===== config.mk =====
export PLATFORM = sky130hd
export DESIGN_NAME = vad_energy_flat
export DESIGN_NICKNAME = d
export VERILOG_FILES = /design/src/rtl/vad_energy_pkg.sv /design/src/rtl/vad_energy_if.sv /design/src/rtl/vad_energy_abs_sat.sv /design/src/rtl/vad_energy.sv /design/src/flat_wrapper.sv
export SDC_FILE = /design/constraint.sdc
export NUM_CORES = 1
export LEC_CHECK = 0
export BUFFER_PORTS_ARGS = -buffer_cell sky130_fd_sc_hd__buf_2
export CORE_MARGIN = 2
export CORE_UTILIZATION = 58
export CTS_CLUSTER_DIAMETER = 100
export DETAILED_ROUTE_END_ITERATION = 6
export PLACE_DENSITY_LB_ADDON = 0.25
export SLEW_MARGIN = 20
export SYNTH_ARGS = -nofsm -noshare
export SYNTH_HDL_FRONTEND = slang
export SYNTH_SLANG_ARGS = --single-unit

===== constraint.sdc =====
create_clock -name clk_i -period 4.5 [get_ports clk_i]
set_input_delay 0.675 -clock clk_i [delete_from_list [all_inputs] [get_ports clk_i]]
set_output_delay 0.675 -clock clk_i [all_outputs]
set_load 0.05 [all_outputs]

===== src/rtl/vad_energy_pkg.sv =====
// Shared definitions for the frame-energy voice activity detector:
// FSM state codes and the accumulator width helper.
package vad_energy_pkg;

    localparam logic [1:0] ST_SILENT = 2'd0;
    localparam logic [1:0] ST_ACTIVE = 2'd1;
    localparam logic [1:0] ST_HANG   = 2'd2;

    // Width that holds FRAME_LEN saturated magnitudes without overflow
    function automatic int unsigned acc_bw(input int unsigned data_bw,
                                           input int unsigned frame_len);
        return data_bw - 1 + $clog2(frame_len);
    endfunction

endpackage


===== src/rtl/vad_energy_if.sv =====
// Sample/threshold inputs and energy/vad outputs of the VAD block.
interface vad_energy_if
    import vad_energy_pkg::*;
#(
    parameter int unsigned DATA_BW   = 16,
    parameter int unsigned FRAME_LEN = 256
);
    localparam int unsigned ACC_BW = acc_bw(DATA_BW, FRAME_LEN);

    logic                      en_i;
    logic                      valid_i;
    logic signed [DATA_BW-1:0] data_i;
    logic        [ACC_BW-1:0]  thresh_i;
    logic        [ACC_BW-1:0]  energy_o;
    logic                      energy_valid_o;
    logic                      vad_o;

    modport master (
        output en_i, valid_i, data_i, thresh_i,
        input  energy_o, energy_valid_o, vad_o
    );

    modport slave (
        input  en_i, valid_i, data_i, thresh_i,
        output energy_o, energy_valid_o, vad_o
    );

endinterface


===== src/rtl/vad_energy_abs_sat.sv =====
// Combinational saturating absolute value: the most negative code maps to
// the largest positive magnitude so the result fits in DATA_BW-1 bits.
module vad_energy_abs_sat #(
    parameter int unsigned DATA_BW = 16
) (
    input  logic [DATA_BW-1:0] data_i,
    output logic [DATA_BW-2:0] mag_c
);

    logic [DATA_BW-2:0] low;
    logic [DATA_BW-2:0] neg_low;

    assign low     = data_i[DATA_BW-2:0];
    // Lower bits of the two's-complement negation; only the MSB would differ
    assign neg_low = ~low + (DATA_BW-1)'(1);

    always_comb begin
        mag_c = low;
        if (data_i[DATA_BW-1]) begin
            if (low == '0) mag_c = '1;
            else           mag_c = neg_low;
        end
    end

endmodule


===== src/rtl/vad_energy.sv =====
// Frame-energy voice activity detector: sums |sample| per frame, compares to
// a threshold and holds vad_o high for a hangover of quiet frames.
module vad_energy
    import vad_energy_pkg::*;
#(
    parameter int unsigned DATA_BW     = 16,
    parameter int unsigned FRAME_LEN   = 256,
    parameter int unsigned HANG_FRAMES = 4
) (
    input  logic         clk_i,
    input  logic         rst_i,
    vad_energy_if.slave  bus
);

    localparam int unsigned ACC_BW  = acc_bw(DATA_BW, FRAME_LEN);
    localparam int unsigned CNT_BW  = $clog2(FRAME_LEN);
    localparam int unsigned HANG_BW = (HANG_FRAMES > 1) ? $clog2(HANG_FRAMES) : 1;

    logic [ACC_BW-1:0]  acc_q,    acc_nxt;
    logic [CNT_BW-1:0]  cnt_q,    cnt_nxt;
    logic [1:0]         state_q,  state_nxt;
    logic [HANG_BW-1:0] hang_q,   hang_nxt;
    logic [ACC_BW-1:0]  energy_q, energy_nxt;
    logic               ev_q,     ev_nxt;
    logic               vad_q,    vad_nxt;

    logic [DATA_BW-2:0] mag;
    logic [ACC_BW-1:0]  sum;
    logic               accept;
    logic               frame_end;
    logic               loud;

    vad_energy_abs_sat #(.DATA_BW(DATA_BW)) u_abs_sat (
        .data_i (bus.data_i),
        .mag_c  (mag)
    );

    assign accept    = bus.en_i & bus.valid_i;
    assign frame_end = accept && (cnt_q == CNT_BW'(FRAME_LEN - 1));
    assign sum       = acc_q + ACC_BW'(mag);
    assign loud      = (sum > bus.thresh_i);

    // Next-state: counter, accumulator, hangover FSM and outputs
    always_comb begin
        acc_nxt    = acc_q;
        cnt_nxt    = cnt_q;
        state_nxt  = state_q;
        hang_nxt   = hang_q;
        energy_nxt = energy_q;
        ev_nxt     = 1'b0;

        if (!bus.en_i) begin
            acc_nxt   = '0;
            cnt_nxt   = '0;
            hang_nxt  = '0;
            state_nxt = ST_SILENT;
        end else begin
            case (state_q)
                ST_SILENT, ST_ACTIVE, ST_HANG: ;
                default: state_nxt = ST_SILENT;
            endcase
            if (accept) begin
                cnt_nxt = cnt_q + CNT_BW'(1);
                acc_nxt = sum;
            end
            if (frame_end) begin
                acc_nxt    = '0;
                energy_nxt = sum;
                ev_nxt     = 1'b1;
                case (state_q)
                    ST_SILENT: if (loud) state_nxt = ST_ACTIVE;
                    ST_ACTIVE: begin
                        if (!loud) begin
                            if (HANG_FRAMES == 0) begin
                                state_nxt = ST_SILENT;
                            end else begin
                                state_nxt = ST_HANG;
                                hang_nxt  = HANG_BW'(HANG_FRAMES - 1);
                            end
                        end
                    end
                    ST_HANG: begin
                        if (loud)              state_nxt = ST_ACTIVE;
                        else if (hang_q == '0) state_nxt = ST_SILENT;
                        else                   hang_nxt  = hang_q - HANG_BW'(1);
                    end
                    default: state_nxt = ST_SILENT;
                endcase
            end
        end

        vad_nxt = (state_nxt != ST_SILENT);
    end

    always_ff @(posedge clk_i or posedge rst_i) begin
        if (rst_i) begin
            acc_q    <= '0;
            cnt_q    <= '0;
            state_q  <= ST_SILENT;
            hang_q   <= '0;
            energy_q <= '0;
            ev_q     <= 1'b0;
            vad_q    <= 1'b0;
        end else begin
            acc_q    <= acc_nxt;
            cnt_q    <= cnt_nxt;
            state_q  <= state_nxt;
            hang_q   <= hang_nxt;
            energy_q <= energy_nxt;
            ev_q     <= ev_nxt;
            vad_q    <= vad_nxt;
        end
    end

    assign bus.energy_o       = energy_q;
    assign bus.energy_valid_o = ev_q;
    assign bus.vad_o          = vad_q;

endmodule

===== src/flat_wrapper.sv =====
// flat-port wrapper written by rule: the top's interface ports become plain ports
module vad_energy_flat import vad_energy_pkg::*;
#(
    parameter int unsigned DATA_BW     = 16,
    parameter int unsigned FRAME_LEN   = 256,
    parameter int unsigned HANG_FRAMES = 4
)
  (clk_i, rst_i, bus_en_i, bus_valid_i, bus_data_i, bus_thresh_i, bus_energy_o, bus_energy_valid_o, bus_vad_o);
  vad_energy_if #(.DATA_BW(DATA_BW), .FRAME_LEN(FRAME_LEN)) bus_i ();
  input  logic clk_i;
  input  logic rst_i;
  input wire logic [$bits(bus_i.en_i)-1:0] bus_en_i;
  input wire logic [$bits(bus_i.valid_i)-1:0] bus_valid_i;
  input wire logic [$bits(bus_i.data_i)-1:0] bus_data_i;
  input wire logic [$bits(bus_i.thresh_i)-1:0] bus_thresh_i;
  output wire logic [$bits(bus_i.energy_o)-1:0] bus_energy_o;
  output wire logic [$bits(bus_i.energy_valid_o)-1:0] bus_energy_valid_o;
  output wire logic [$bits(bus_i.vad_o)-1:0] bus_vad_o;
  assign bus_i.en_i = bus_en_i;
  assign bus_i.valid_i = bus_valid_i;
  assign bus_i.data_i = bus_data_i;
  assign bus_i.thresh_i = bus_thresh_i;
  assign bus_energy_o = bus_i.energy_o;
  assign bus_energy_valid_o = bus_i.energy_valid_o;
  assign bus_vad_o = bus_i.vad_o;
  vad_energy #(.DATA_BW(DATA_BW), .FRAME_LEN(FRAME_LEN), .HANG_FRAMES(HANG_FRAMES)) u_core (.clk_i(clk_i), .rst_i(rst_i), .bus(bus_i));
endmodule

==> results.ini, run 1 <==
[run_status]
status=complete, but fails checks
violations=negative setup slack

[floorplanning]
dieArea_um2=8620
core_um2=7690
std_cell_rows=32
io_pins=68
die_h_um=92.8
dieWidth_um=92.8
initial_core_util_pct=59.5

[power_and_ir_drop]
power_density_nw_per_um2=328
ir_worst_vdd_uv=283
leakagePower_nw=3.23
total_power_w=0.00211

[cells_and_area]
layout.nets=823
areaGrowthSynthToFinish_pct=40.6
drive_above_1_share_pct=37.3
n_antenna_cell=0
final_common_cell=buf_4
n_fill_cell=437
final_cells=844
design_area_um2=6430
final_cell_mix=116 x buf_4, 80 x nand2_1, 65 x buf_2, 60 x dfrtp_1

[setup_path]
crit_fanout=5
cpPeakStageDelay_ns=0.43
crit_path_end_kind=register
rr_worst_depth=19
worst_ep_arrival_time_ns=5.79
cp-start-kind=input port
cp_data_required_time_ns=4.76
worst-setup-path-type=input port to register
critPathSlowestCell=or3_4

[sta]
hold_violations=0
tightestPinTransition_ns=1.17
rsz0062_at_grt=yes
setup_tns_ns=-5.02
finalMaxSlewViolations=0
fin_skew_ns=0.0111
final.setup.worst_slack_ns=-1.02
period_share_pct=123
max-slew-margin-rel_pct=21.9
fmax_ghz=0.181
finalSetupViolCount=5
whs_ns=0.352
min_period_ns=5.52

[route]
firstDrtPassIters=7
antenna_left=0
wl_met1_mm=6.26
dr.max_layer_used=met4
routed-wl-met2_mm=7.46
wl_met3_mm=1.60
routed_wl_mm=16.0
vias=5238
drt-initial-drc-count=587
wire_per_inst_um=19.0
vias_per_cell=6.21
drc_errors=0

[placed_design]
dp_hpwl_mm=10.0
numPortBuffers=67
dpl_cell_area_um2=5730
dp_cells=801
routabilityCongestion=0.996

[yosys]
yosysUniqueCellTypes=59
netlist.area_leader.share_pct=32.8
yosysWarnings=0
syn-cell-area_um2=4580
seq_area_frac_synth_pct=32.8
synthesis.nets=646
ys_ff_latch=60
avgSynthCellArea_um2=8.17
synth_area_leaders=dfrtp_1 33%, ha_1 11%, nand2_1 6.9%
syn_inst=560
synthArstFlopShare_pct=100
ys.flop_type=dfrtp_1
synth_area_leader_cell=dfrtp_1
synth_edf_count=0

[global_routing]
globalRouteTotalUtil_pct=35.6
grt_max_degree=37
grt_overflow_total=0
antenna_found_initial=0
grt_pass1_wl_mm=24.1
grt_pass1_vias=5003

[clock_network]
clkSinkCount=60
cts_tree=yes
htree_levels=3
numCtsBuffers=9
ctsHoldBuffers=0
cts_max_path_buffers=2
clock-root-buffer=clkbuf_8
clkTransAtPathRegs_ns=0.08
clk_latency_ns=0.36

[worst_hold_path]
hold_class=input port to asynchronous set/reset pin

[job]
max_cap_viol_count=0

-- state kept, by name, indices dropped and copies added, names as in the netlist --
| signal | count |
|---|---|
| u_core.bus.energy_o | 23 |
| u_core.bus.energy_valid_o | 1 |
| u_core.hang_q | 2 |
| u_core.state_q | 2 |
| u_core.cnt_q | 8 |
| u_core.bus.vad_o | 1 |
| u_core.acc_q | 23 |
-- synthesized netlist by cell type (all sizes together), types with 5 or more instances --
library cell,n
nand2,84
dfrtp,60
o21ai,56
inv,43
ha,42
a21oi,39
nor2,39
nand3,19
clkbuf,15
xnor2,15
nand4,13
or3,13
xor2,12
a22o,11
nor3,9
buf,8
o31ai,8
o21a,7
a311oi,5
a31oi,5
mux2,5
-- metal layers --
metal | GRT usage (%) | up-vias
met2 | 56.6 | 362
met5 | 0 | -
li1 | - | 2343
met3 | 8.14 | 97
met4 | 12.7 | 0
met1 | 47.5 | 2436
-- final timing paths --
kind	startpoint	end	slack, ns
max	bus_data_i[0]	u_core.hang_q[0]	-1.02
min	rst_i	u_core.bus.energy_o[6]	0.35
max reg2reg	u_core.acc_q[4]	u_core.hang_q[0]	0.62
min reg2reg	u_core.bus.energy_o[2]	u_core.bus.energy_o[2]	0.47
max in group asynchronous	rst_i	u_core.acc_q[15]	3.26
min in group clk_i	u_core.bus.energy_o[2]	u_core.bus.energy_o[2]	0.47
-- cell type report --
cell class / instances / area [um^2] / share of cell area, %
repair buffers: 188 / 1280 / 19.9
inverters: 44 / 185 / 2.88
flip-flops and latches: 60 / 1500 / 23.3
clock inverters: 7 / 97.6 / 1.52
clock buffers: 9 / 124 / 1.93
multi-input cells: 434 / 3110 / 48.4
well taps: 102 / 128 / 1.98
-- report_power, final --
| part | leakage [nW] | internal [W] | switching (W) | total [W] |
|---|---|---|---|---|
| Combinational | 2.30 | 0.000451 | 0.000488 | 0.000940 |
| Clock | 0.106 | 0.000315 | 0.000259 | 0.000574 |
| Sequential | 0.825 | 0.000565 | 0.0000285 | 0.000593 |
| Total | 3.23 | 0.00133 | 0.000776 | 0.00211 |
-- per-stage QoR --
step,util (%),setup slack [ns]
floorplan,-,-0.790
global placement,74.5,-1.15
detailed placement,74.5,-1.31
CTS,81.1,-0.629
global route,83.7,-1.15
finish,83.7,-1.02
-- cell families (layout without fill, tap and decap cells) --
kind of cell	Yosys count	count (layout)	synth area share [%]
and+or+nand+nor	197	198	20.3
DFF	60	60	32.8
xor gates and xnor gates	27	27	5.17
adders and majority gates	43	43	11.9
muxes	7	7	1.67
buffers and inverters	67	248	5.82
AOI/OAI and AO/OA	159	159	22.3
-- worst max-delay path: cells and delay by family --
family / cells / cell delay [ns]
AOI/OAI and AO/OA: 7 / 1.26
and+or+nand+nor: 12 / 2.32
xor gates and xnor gates: 1 / 0.17
adders and majority gates: 3 / 0.74
buffers and inverters: 5 / 0.61
-- timing repair --
action / CTS / global route
setup buffers: 13 / 12
resized for setup: 39 / 26
pin swaps: 38 / 37
setup endpoints to repair: 5 / 5
cloned: 2 / 0
(Power assumes the default switching activity.)
==> run 2: changes to the inputs <==
==> constraint.sdc (replaced) <==
create_clock -name clk_i -period 4.5 [get_ports clk_i]
set_input_delay 0.9 -clock clk_i [delete_from_list [all_inputs] [get_ports clk_i]]
set_output_delay 0.9 -clock clk_i [all_outputs]
set_load 0.05 [all_outputs]
==> run 2 against run 1 <==
The run ends with design-rule violations, negative setup slack left; critical path type unchanged; largest cell class unchanged; first-iteration DRC count rose by 26%; maximum frequency down 8.5%; routed wire length rose by 16%.
==> results.ini, run 2 (synthesized netlist as in run 1, its figures left out) <==
[cells_and_area]
final_common_cell=buf_4
regArea_um2=1500
n_fill_cell=370
drive_above_1_share_pct=40.4
layout.nets=828
final_cell_mix=108 x buf_4, 78 x nand2_1, 65 x buf_2, 60 x dfrtp_1, 36 x inv_1
n_antenna_cell=0
final_cells=849
multiInputGateArea_um2=3320
areaGrowthSynthToFinish_pct=46.1
utilization_pct=87.0

[global_routing]
grt_max_degree=43
globalRouteTotalUtil_pct=35.7
grt_pass1_vias=5090
antenna_found_initial=0
grt_pass1_wl_mm=24.3
grt_overflow_total=0

[setup_path]
rr_worst_depth=19
cpPeakStageDelay_ns=0.46
cp_data_required_time_ns=4.75
r2r-end=u_core.state_q[1]
crit_end=u_core.state_q[1]
worst_ep_arrival_time_ns=6.29
crit_path_end_kind=register
crit_fanout=4
critPathSlowestCell=a21oi_1
r2r-start=u_core.acc_q[0]
cp-start-kind=input port
worst-setup-path-type=input port to register
ff2ff_setup_slack_ns=0.43
startpoint=bus_data_i[1]

[route]
wire_per_inst_um=21.8
antenna_left=0
vias=5621
drc_errors=4
routed_wl_mm=18.5
vias_per_cell=6.62
drt-initial-drc-count=739
firstDrtPassIters=7

[floorplanning]
io_pins=68
std_cell_rows=32
initial_core_util_pct=59.5
core_um2=7690
dieWidth_um=92.8
die_h_um=92.8
dieArea_um2=8620

[clock_network]
htree_levels=3
cts_max_path_buffers=2
clkTransAtPathRegs_ns=0.07
ctsHoldBuffers=0
cts_tree=yes
clock-root-buffer=clkbuf_8
clkSinkCount=60
clk_latency_ns=0.35
numCtsBuffers=9

[sta]
tightestPinTransition_ns=1.22
fin_skew_ns=0.00946
max-slew-margin-rel_pct=18.3
min_period_ns=6.03
rsz0062_at_grt=yes
finalSetupViolCount=26
period_share_pct=134
hold_violations=0
final.setup.worst_slack_ns=-1.53
fmax_ghz=0.166
finalMaxSlewViolations=0

[power_and_ir_drop]
leakagePower_nw=3.31
power_density_nw_per_um2=324
ir_worst_vdd_uv=238

[worst_hold_path]
hold_class=register to register
min_path_cells=2

[placed_design]
dp_hpwl_mm=9.87
routabilityCongestion=0.946
dp_slack_ns=-1.59
numPortBuffers=67
dp_cells=807

[run_status]
status=complete, but fails checks
violations=design-rule violations, negative setup slack

[job]
max_cap_viol_count=0

==> run 2: changes by cell type in the layout (fill, tap and decap cells not counted), moves of 4 or more <==
cell / change
ha_4: +6
ha_1: -6
a21oi_2: -4
buf_6: +14
o21ai_1: +6
a21oi_4: +4
o21ai_0: -8
buf_4: -8
==> run 2: worst min path at each step <==
stage / startpoint / end / slack [ns]
2_1_floorplan: u_core.hang_q[1] / u_core.hang_q[1] / 0.45
3_3_place_gp: u_core.bus.energy_o[11] / u_core.bus.energy_o[11] / 0.45
3_5_place_dp: u_core.bus.energy_o[5] / u_core.bus.energy_o[5] / 0.46
4_1_cts: u_core.bus.energy_o[5] / u_core.bus.energy_o[5] / 0.47
5_1_grt: u_core.bus.energy_o[8] / u_core.bus.energy_o[8] / 0.50
6_report: u_core.bus.energy_o[5] / u_core.bus.energy_o[5] / 0.48
==> run 2: through the flow <==
step	total power [W]	TNS [ns]	hold slack [ns]	cell area [um^2]
2_1_floorplan	0.00102	-4.77	0.455	4660
3_3_place_gp	0.00137	-12.83	0.451	5790
3_5_place_dp	0.00140	-17.64	0.457	5790
4_1_cts	0.00195	-4.05	0.475	6290
5_1_grt	0.00224	-10.91	0.504	6690
6_report	0.00217	-9.25	0.476	6690
==> run 2: repair_timing <==
action,CTS,global route
gates cloned,1,0
buffers inserted,18,8
endpoints found under the hold margin,0,0
pin swaps,48,44
gates resized for setup,51,69
setup endpoints to repair,21,24
==> run 2: routing by layer <==
metal	GRT usage, %	wire, um	up-vias
met5	0	0	-
met2	58.0	8190	532
met1	46.9	6590	2561
met4	15.0	1510	0
met3	6.59	2260	176
li1	-	-	2352
==> run 2: report_power, final <==
part	internal (W)	leakage [nW]	switching, W
Clock	0.000213	0.0824	0.000231
Combinational	0.000529	2.40	0.000596
Sequential	0.000565	0.825	0.0000334
Total	0.00131	3.31	0.000860
==> run 2: critical path, delay by kind of cell <==
kind,cells,cell delay (ns)
and+or+nand+nor,8,2.01
xor gates and xnor gates,1,0.26
AOI/OAI and AO/OA,9,1.56
adders and majority gates,3,0.84
buffers and inverters,6,0.71
==> run 2: layout make-up <==
class	instances	area share (%)
clock buffers	12	2.17
clock inverters	4	0.374
inverters	44	2.77
multi-input cells	434	49.7
flip-flops and latches	60	22.5
well taps	102	1.91
repair buffers	193	20.6
==> run 3: changes to the inputs <==
--- a/config.mk
+++ b/config.mk
@@ -10,7 +10,8 @@
 export CORE_UTILIZATION = 58
 export CTS_CLUSTER_DIAMETER = 100
 export DETAILED_ROUTE_END_ITERATION = 6
-export PLACE_DENSITY_LB_ADDON = 0.25
+export MAX_ROUTING_LAYER = met4
+export PLACE_DENSITY_LB_ADDON = 0.3
 export SLEW_MARGIN = 20
 export SYNTH_ARGS = -nofsm -noshare
 export SYNTH_HDL_FRONTEND = slang
==> run 3 against run 2 <==
The run still ends with design-rule violations, negative setup slack left; core utilization fell by 0.63 points; flip-flop and latch count did not move; die area did not move; via count rose by 1.7%; register-to-register slack got worse by 0.12 ns; final cell count rose by 0.82%; clock power rose by 31%; routed wire length rose by 2.0%; sequential power barely moved; largest power group unchanged.
==> results.ini, run 3 (synthesized netlist as in run 1, its figures left out) <==
[route]
antenna_left=0
vias_per_cell=6.68
drc_errors=2
vias=5719
firstDrtPassIters=7
drt-initial-drc-count=978
wire_per_inst_um=22.1
routed_wl_mm=18.9

[sta]
min_period_ns=6.04
hold_violations=0
finalMaxSlewViolations=0
final.setup.worst_slack_ns=-1.54
rsz0062_at_grt=yes
period_share_pct=134
whs_ns=0.475
finalSetupViolCount=23
fmax_ghz=0.166
max-slew-margin-rel_pct=15.7
tightestPinTransition_ns=1.26
fin_skew_ns=0.00620

[cells_and_area]
final_common_cell=buf_4
layout.nets=835
regArea_um2=1500
final_cell_mix=131 x buf_4, 79 x nand2_1, 65 x buf_2, 60 x dfrtp_1, 38 x inv_1
final_cells=856
areaGrowthSynthToFinish_pct=45.0
multiInputGateArea_um2=3210
n_fill_cell=387
drive_above_1_share_pct=39.5
design_area_um2=6640
n_antenna_cell=0

[placed_design]
numPortBuffers=67
dp_hpwl_mm=9.91
dp_cells=806
routabilityCongestion=1.00
dpl_cell_area_um2=5770
dp_slack_ns=-1.81

[floorplanning]
initial_core_util_pct=59.5
dieArea_um2=8620
core_um2=7690
dieWidth_um=92.8
std_cell_rows=32
die_h_um=92.8
io_pins=68

[power_and_ir_drop]
total_power_w=0.00232
leakagePower_nw=3.32
swShare_pct=38.0
power_frac_comb_pct=49.4
p_switching_w=0.000882
power_density_nw_per_um2=350
sequentialPowerShare_pct=25.7
clockPowerShare_pct=25.0
ir_worst_vdd_uv=280
p_int_w=0.00144

[clock_network]
numCtsBuffers=9
clk_latency_ns=0.36
htree_levels=3
cts_tree=yes
clock-root-buffer=clkbuf_8
clkTransAtPathRegs_ns=0.07
clkSinkCount=60
cts_max_path_buffers=2

[setup_path]
crit_path_end_kind=register
critical_path_buf_inv_count=4
crit_family=simple AND/OR/NAND/NOR gates
crit_fanout=7
cpPeakStageDelay_ns=0.41
worst-setup-path-type=input port to register
worst_ep_arrival_time_ns=6.33
critPathSlowestCell=or3_4
cp-start-kind=input port
cp_data_required_time_ns=4.79

[run_status]
violations=design-rule violations, negative setup slack
status=complete, but fails checks

[global_routing]
grt_pass1_wl_mm=25.3
globalRouteTotalUtil_pct=38.6
antenna_found_initial=0
grt_max_degree=34
grt_overflow_total=0
grt_pass1_vias=5216

[worst_hold_path]
hold_class=register to register

[job]
max_cap_viol_count=0

==> run 3: cell count changes in the layout (fill, tap and decap cells not counted), sizes merged <==
cell and change:
nor2 -1, buf +8, clkinvlp -2, clkbuf +1, inv -1, bufinv +2
==> run 3: area by class of cell <==
type / count / share of cell area, %
Clock buffer: 13 / 2.39
Clock inverter: 3 / 1.04
Inverter: 44 / 2.87
Multi-Input combinational cell: 433 / 48.4
Sequential cell: 60 / 22.6
Tap cell: 102 / 1.92
Timing Repair Buffer: 201 / 20.8
==> run 3: what timing repair did <==
action | 4_1_cts | 5_1_grt
gates resized for setup | 44 | 42
pin swaps | 34 | 34
buffers inserted | 21 | 13
setup endpoints to repair | 21 | 23
hold buffers | 0 | 0
==> run 3: power groups by stage <==
stage	registers (W)	clock network, W	logic, W
finish	0.000596	0.000580	0.00115
global route	0.000597	0.000604	0.00117
CTS	0.000591	0.000569	0.000938
detailed placement	0.000600	0	0.000804
global placement	0.000598	0	0.000770
floorplan	0.000588	0	0.000430
==> run 3: worst min-delay path: stages (launching register included) <==
cell and delay [ns]:
dfrtp_1 0.34, nand2_1 0.05, nand2_1 0.06
==> run 3: metrics by stage <==
stage	TNS (ns)	utilization (%)
floorplan	-4.77	-
global placement	-12.58	75.0
detailed placement	-18.09	75.0
CTS	-4.66	82.4
global route	-14.06	86.3
finish	-10.88	86.3
==> run 3: worst paths after layout <==
kind	startpoint	to	slack (ns)	cells after the start
worst max register to register	u_core.acc_q[0]	u_core.hang_q[1]	0.31	19
worst max-delay path	bus_data_i[0]	u_core.hang_q[1]	-1.54	28
worst min-delay path	u_core.bus.energy_o[4]	u_core.bus.energy_o[4]	0.48	2
max in group asynchronous	rst_i	u_core.acc_q[10]	2.96	3
min in group asynchronous	rst_i	u_core.bus.energy_o[3]	0.64	2
worst min register to register	u_core.bus.energy_o[4]	u_core.bus.energy_o[4]	0.48	2
==> run 3: routing by layer <==
layer  vias up  part of all wire [%]  wire length [um]  global-route usage, %
met1      2610                    35              6650                   47.4
li1       2365                     -                 -                      -
met5         -                     0                 0                      -
met2       557                    44              8390                   59.4
met3       187                    12              2350                   8.87
met4         0                   8.1              1530                   20.8
